**src/rtl/tick_counter_ud.sv**
```systemverilog
// Up/down modulo tick counter with preset load, carry/borrow pulses for cascading,
// and an optional saturating mode with a sticky done flag.
module tick_counter_ud #(
    parameter int TICK_COUNT = 100,
    parameter int WIDTH      = 7,
    parameter int WRAP       = 1
) (
    input  logic             clk,
    input  logic             rst,
    input  logic             clear,
    input  logic             i_en,
    input  logic             i_tick,
    input  logic             i_dir,
    input  logic             i_load,
    input  logic [WIDTH-1:0] i_load_val,
    output logic             o_tick,
    output logic             o_borrow,
    output logic [WIDTH-1:0] o_time,
    output logic             o_zero,
    output logic             o_done
);

    localparam int            CW      = $clog2(TICK_COUNT);
    localparam logic [CW-1:0] CNT_MAX = CW'(TICK_COUNT - 1);

    logic [CW-1:0] count;
    logic          tick_q;
    logic          borrow_q;
    logic          done_q;
    logic          eff_tick;
    logic          load_clip;

    assign eff_tick  = i_en & i_tick;
    // Preset values beyond the range clamp to the top count.
    assign load_clip = (i_load_val > WIDTH'(TICK_COUNT - 1));

    always_ff @(posedge clk) begin
        if (rst) begin
            count    <= '0;
            tick_q   <= 1'b0;
            borrow_q <= 1'b0;
            done_q   <= 1'b0;
        end else if (clear) begin
            count    <= '0;
            tick_q   <= 1'b0;
            borrow_q <= 1'b0;
            done_q   <= 1'b0;
        end else if (i_load) begin
            count    <= load_clip ? CNT_MAX : i_load_val[CW-1:0];
            tick_q   <= 1'b0;
            borrow_q <= 1'b0;
            done_q   <= 1'b0;
        end else begin
            tick_q   <= 1'b0;
            borrow_q <= 1'b0;
            if (eff_tick) begin
                if (!i_dir) begin
                    if (count != CNT_MAX) begin
                        count <= count + CW'(1);
                    end else if (WRAP != 0) begin
                        count  <= '0;
                        tick_q <= 1'b1;
                    end else begin
                        done_q <= 1'b1;
                    end
                end else begin
                    if (count != '0) begin
                        count <= count - CW'(1);
                    end else if (WRAP != 0) begin
                        count    <= CNT_MAX;
                        borrow_q <= 1'b1;
                    end else begin
                        done_q <= 1'b1;
                    end
                end
            end
        end
    end

    // Pulses can only be produced in wrap mode; done only in saturate mode.
    assign o_tick   = (WRAP != 0) ? tick_q   : 1'b0;
    assign o_borrow = (WRAP != 0) ? borrow_q : 1'b0;
    assign o_done   = (WRAP != 0) ? 1'b0     : done_q;
    assign o_time   = WIDTH'(count);
    assign o_zero   = (count == '0);

endmodule

```
**config.mk**
```make
export PLATFORM = sky130hd
export DESIGN_NAME = tick_counter_ud
export DESIGN_NICKNAME = d
export VERILOG_FILES = /design/src/rtl/tick_counter_ud.sv
export SDC_FILE = /design/constraint.sdc
export NUM_CORES = 1
export LEC_CHECK = 0
export CORE_MARGIN = 1.5
export CORE_UTILIZATION = 41
export DETAILED_ROUTE_END_ITERATION = 10
export PLACE_DENSITY = 0.74
export SLEW_MARGIN = 20
export SYNTH_ARGS = -nofsm -noshare
export SYNTH_HDL_FRONTEND = slang
export SYNTH_SLANG_ARGS = --single-unit
```
**constraint.sdc**
```tcl
create_clock -name clk -period 1.4 [get_ports clk]
set_input_delay 0.21 -clock clk [delete_from_list [all_inputs] [get_ports clk]]
set_output_delay 0.21 -clock clk [all_outputs]
set_load 0.005 [all_outputs]
```
==> results_dict.tcl, run 1 <==
set metrics [dict create \
    status "finished with violations" \
    violations "setup timing" \
    ys_seq_area_share_pct 21.7 \
    final_cells 190 \
    clk_pin_slew_ns 0.06 \
    skew_ns 0.00294 \
    die_h_um 48.0 \
    clock-sinks 9 \
    drc 0 \
    synth.distinct_cells 42 \
    power_w 0.000891 \
    p_leak_nw 0.625 \
    viasPerCell 5.64 \
    wl_per_cell_um 17.0 \
    grt_start_max_net_pins 11 \
    tns_ns -1.47 \
    die_area_um2 2300 \
    cts_root_buf "clkbuf_4" \
    rsz0062_at_grt "true" \
    portBuffers 23 \
    finalCritPeriodShare_pct 116 \
    grt_pass1_wl_mm 4.61 \
    drv_slew 0 \
    globalplace.congestion 0.894 \
    place_hpwl_mm 2.00 \
    vias 1071 \
    cts_tree "done" \
    synth_top_cell_by_area "dfxtp_1" \
    start_util_pct 42.7 \
    syn_area_per_cell_um2 7.54 \
    r2r_cells 6 \
    drive_gt1_share_pct 46.0 \
    cp_num_cells 6 \
    start_kind "flip-flop" \
    grt-ovfl-total 0 \
    endpoint_kind "flip-flop" \
    nNetsFinal 181 \
    yosys.area.top_type_share_pct 21.7 \
    maxCapViolCount 0 \
    cts_max_path_buffers 2 \
    die_w_um 48.0 \
    async_reset_ff_share_pct 0 \
    synth_area_um2 830 \
    synth_fp_nets 127 \
    grt_usage_pct 29.6 \
    crit_required_ns 1.55 \
    synthTopCellsByArea "dfxtp_1 22%, buf_6 5.4%, nor2_1 5.4%, nand2_1 5.0%, ha_1 4.5%" \
    crit_family "simple AND/OR/NAND/NOR gates" \
    ios 25 \
    n_antenna_cell 0 \
    path_class "reg -> reg" \
    place_inst 178 \
    fmax_mhz 616 \
    powerDensity_nw_per_um2 603 \
    crit_chain "or4_4 > nor2_8 > buf_6 > o221ai_2 > a31oi_1 > o21ai_1" \
    vdd_ir_drop_max_v 0.000613 \
    worst-path-buf-inv 1 \
    ant_nets 0 \
    synth_edf_count 0 \
    drtIter0Drc 29 \
    synth_ff_type "dfxtp_1" \
    finalWirelength_mm 3.22 \
    finalHoldViolCount 0 \
    detail_route.first_pass.iterations 4 \
    numCtsBuffers 3 \
    hp-class "in -> reg" \
    critPathSlowestCell "or4_4" \
    synthCells 110 \
    rows 16 \
    clk_latency_ns 0.27 \
    cp_max_fo 3 \
    timing.final.ws_setup_ns -0.223 \
    yosys_warnings 0 \
    antenna_found_initial 0 \
    coreArea_um2 1940 \
    area_growth_pct 78.1 \
    post-route-min-period_ns 1.62 \
    critPathMaxStageDelay_ns 0.58 \
    setup_viol 9 \
    grt_pass1_vias 1014 \
    cp.arrival_ns 1.77 \
    worstHoldPathCells 4 \
    synth_seq_cells 9 \
    whs_ns 0.485 \
    cts_max_level 1 \
    dp_slack_ns -0.298 \
]
[timing repair]
| action | in CTS | in global routing |
|---|---|---|
| endpoints found under the setup margin | 15 | 11 |
| buffers inserted | 6 | 2 |
| pin swaps | 14 | 4 |
| hold buffers | 0 | 0 |
| endpoints found under the hold margin | 0 | 0 |
| gates resized for setup | 36 | 14 |
[tightest hold or removal path, delay by kind of cell]
family / cells / cell delay [ns]
buffers and inverters: 1 / 0.22
AO/OA/AOI/OAI: 2 / 0.16
AND/OR/NAND/NOR: 1 / 0.12
[metal layers]
metal | global-route usage [%] | vias up | routed length (um)
met2 | 48.3 | 56 | 1530
met1 | 38.1 | 502 | 1340
met3 | 3.40 | 11 | 242
met4 | 15.1 | 0 | 108
li1 | - | 502 | -
met5 | 0 | - | 0
[cell usage after synthesis, types with 2 or more instances]
cell type,count
xor2_1,4
inv_1,4
nand3_1,5
clkbuf_1,2
nand4b_1,2
or3_1,4
o22ai_1,2
dfxtp_1,9
ha_1,3
a21oi_1,7
nor2_1,12
o21a_1,2
buf_6,4
nand2_1,11
o21ai_0,6
nor3_1,6
o32ai_1,2
[worst paths after layout]
path	start	end	slack, ns
setup / recovery	o_time[3]$_SDFFE_PP0P_	o_time[2]$_SDFFE_PP0P_	-0.22
hold / removal	i_dir	o_time[3]$_SDFFE_PP0P_	0.49
setup reg to reg	o_time[3]$_SDFFE_PP0P_	o_time[2]$_SDFFE_PP0P_	-0.22
hold reg to reg	o_time[6]$_SDFFE_PP0P_	o_time[6]$_SDFFE_PP0P_	0.75
[placed cells by master, fill, tap and decap left out, drive strengths merged, types with 5 or more instances in the layout]
cell type      count
buf               36
clkdlybuf4s50     15
nor2              13
nand2             11
dfxtp              9
a21oi              7
o21ai              7
nor3               6
nand3              5
dlygate4sd2        5
[sequential cells by signal, summed over array words and instances, names as in the netlist]
| name | count |
|---|---|
| o_time | 7 |
| o_borrow | 1 |
| o_tick | 1 |
[metrics by stage]
step | cell area (um2) | utilization (%)
after floorplan | 841 | -
final | 1480 | 76.1
after global routing | 1480 | 76.1
after CTS | 1400 | 71.8
after detailed placement | 1230 | 63.3
after global placement | 1230 | 63.3
[power breakdown]
group          switching (W)  internal [W]
clock network       0.000101      0.000110
registers         0.00000619      0.000265
logic               0.000189      0.000218
total               0.000297      0.000594
[kinds of logic after synthesis]
kind of cell	share of synthesized area, %
buf+inv	11.3
fa+ha+maj	4.53
flops	21.7
compound gates	24.0
xor+xnor	4.22
simple gates	33.8
other cells	0.452
[layout make-up]
cell class | count | area, um2
multi-input cells | 88 | 693
repair buffers | 58 | 520
fillers | 139 | 464
flip-flops and latches | 9 | 189
well taps | 27 | 33.8
clock buffers | 4 | 26.3
inverters | 4 | 15.0
(Power assumes the default switching activity.)
==> run 2: changes to the inputs <==
--- a/config.mk
+++ b/config.mk
@@ -6,9 +6,10 @@
 export NUM_CORES = 1
 export LEC_CHECK = 0
 export CORE_MARGIN = 1.5
-export CORE_UTILIZATION = 41
+export CORE_UTILIZATION = 43
+export CTS_BUF_LIST = sky130_fd_sc_hd__clkbuf_2 sky130_fd_sc_hd__clkbuf_4 sky130_fd_sc_hd__clkbuf_8
 export DETAILED_ROUTE_END_ITERATION = 10
-export PLACE_DENSITY = 0.74
+export PLACE_DENSITY = 0.77
 export SLEW_MARGIN = 20
 export SYNTH_ARGS = -nofsm -noshare
 export SYNTH_HDL_FRONTEND = slang
==> results_dict.tcl, run 2 (same netlist as run 1, synthesis figures left out) <==
set metrics [dict create \
    grt_usage_pct 30.0 \
    combPwrFrac_pct 43.9 \
    drive_gt1_share_pct 47.2 \
    finalHoldViolCount 0 \
    cts_tree "done" \
    maxCapViolCount 0 \
    die_h_um 46.9 \
    die_w_um 46.9 \
    clk_pin_slew_ns 0.07 \
    nNetsFinal 179 \
    largest_reg_flops 7 \
    crit_family "simple AND/OR/NAND/NOR gates" \
    start_util_pct 47.0 \
    cts_max_level 1 \
    n_antenna_cell 0 \
    crit_required_ns 1.59 \
    p_int_w 0.000601 \
    post-route-min-period_ns 1.63 \
    place_hpwl_mm 1.87 \
    viasPerCell 5.94 \
    placed_area_um2 1220 \
    drtIter0Drc 63 \
    start_kind "flip-flop" \
    finalWirelength_mm 3.44 \
    powerDensity_nw_per_um2 626 \
    cts_max_path_buffers 2 \
    power.share.switching_pct 33.6 \
    vdd_ir_drop_max_v 0.000503 \
    met3WireLength_um 325 \
    p_leak_nw 0.620 \
    drv_slew 0 \
    power_w 0.000905 \
    path_class "reg -> reg" \
    endpoint_kind "flip-flop" \
    postLayoutCellArea_um2 1450 \
    clk_latency_ns 0.27 \
    power.switching_w 0.000304 \
    worst-path-buf-inv 1 \
    rows 15 \
    cp_max_fo 4 \
    grt_pass1_vias 1005 \
    final_common_cell "buf_4" \
    numCtsBuffers 3 \
    finalCritPeriodShare_pct 117 \
    vias 1105 \
    top_layer_used "met4" \
    wl_per_cell_um 18.5 \
    most-common-layout-cells "25 x buf_4, 14 x clkdlybuf4s50_1, 8 x nor2_1, 8 x nand2_1, 8 x buf_6" \
    critPathMaxStageDelay_ns 0.39 \
    portBuffers 23 \
    antenna_found_initial 0 \
    die_area_um2 2200 \
    grt-ovfl-total 0 \
    setup_viol 8 \
    grt_pass1_wl_mm 4.54 \
    p_clk_share_pct 25.9 \
    ios 25 \
    fmax_mhz 612 \
    skew_ns 0.00684 \
    drc 0 \
    rsz0062_at_grt "true" \
    clock-sinks 9 \
    violations "setup timing" \
    wl_met2_mm 1.55 \
    timing.final.ws_setup_ns -0.235 \
    p_seq_share_pct 30.2 \
    dp_slack_ns -0.368 \
    detail_route.first_pass.iterations 4 \
    hp-class "in -> reg" \
    status "finished with violations" \
    crit_chain "buf_6 > or3_4 > nor3_2 > a21oi_1 > or3_1 > a21oi_2" \
    critPathSlowestCell "or3_4" \
    ant_nets 0 \
    cts_root_buf "clkbuf_4" \
    coreArea_um2 1760 \
    grt_start_max_net_pins 9 \
    globalplace.congestion 0.895 \
    cp.arrival_ns 1.83 \
    area_growth_pct 74.2 \
    wl_met1_mm 1.42 \
]
[run 2: through the flow]
step	util [%]	setup TNS, ns	instances	hold slack, ns
2_1_floorplan	-	-0.561	110	0.346
3_3_place_gp	69.1	-1.90	175	0.712
3_5_place_dp	69.1	-2.10	175	0.701
4_1_cts	77.0	-0.942	185	0.567
5_1_grt	81.9	-1.59	186	0.548
6_report	81.9	-1.27	186	0.527
[run 2: area by class of cell]
type | instances | area [um2]
Clock buffer | 4 | 30.0
Fill cell | 111 | 319
Inverter | 4 | 15.0
Multi-Input combinational cell | 88 | 682
Sequential cell | 9 | 190
Tap cell | 25 | 31.3
Timing Repair Buffer | 56 | 497
[run 2: power by group through the flow]
stage | clock, W | combinational (W) | sequential, W
after floorplan | 0 | 0.000160 | 0.000281
after global placement | 0 | 0.000302 | 0.000274
after detailed placement | 0 | 0.000307 | 0.000275
after CTS | 0.000224 | 0.000336 | 0.000271
after global routing | 0.000246 | 0.000416 | 0.000274
final | 0.000234 | 0.000397 | 0.000273
[run 2: repair_timing]
action | CTS | global route
pin swaps | 7 | 6
setup endpoints to repair | 15 | 9
hold endpoints to repair | 0 | 0
resized for setup | 34 | 20
hold buffers | 0 | 0
buffers inserted | 6 | 1
[run 2: worst reg2reg max path: stages (launching register included)]
cell and delay [ns]:
dfxtp_4 0.36, buf_6 0.13, or3_4 0.39, nor3_2 0.12, a21oi_1 0.06, or3_1 0.34
a21oi_2 0.16
[run 2: path summary, 6_finish.rpt]
kind                                  to              startpoint  slack [ns]  cells past startpoint
setup reg to reg  o_time[3]$_SDFFE_PP0P_  o_time[0]$_SDFFE_PP0P_       -0.23                      6
hold / removal    o_time[3]$_SDFFE_PP0P_                   i_dir        0.53                      4
hold reg to reg   o_time[6]$_SDFFE_PP0P_  o_time[6]$_SDFFE_PP0P_        0.74                      3
setup / recovery  o_time[3]$_SDFFE_PP0P_  o_time[0]$_SDFFE_PP0P_       -0.23                      6
[run 2: metal layers]
metal / vias up / track usage [%]
li1: 499 / -
met1: 508 / 37.0
met2: 78 / 49.3
met3: 20 / 6.92
met4: 0 / 13.9
met5: - / 0
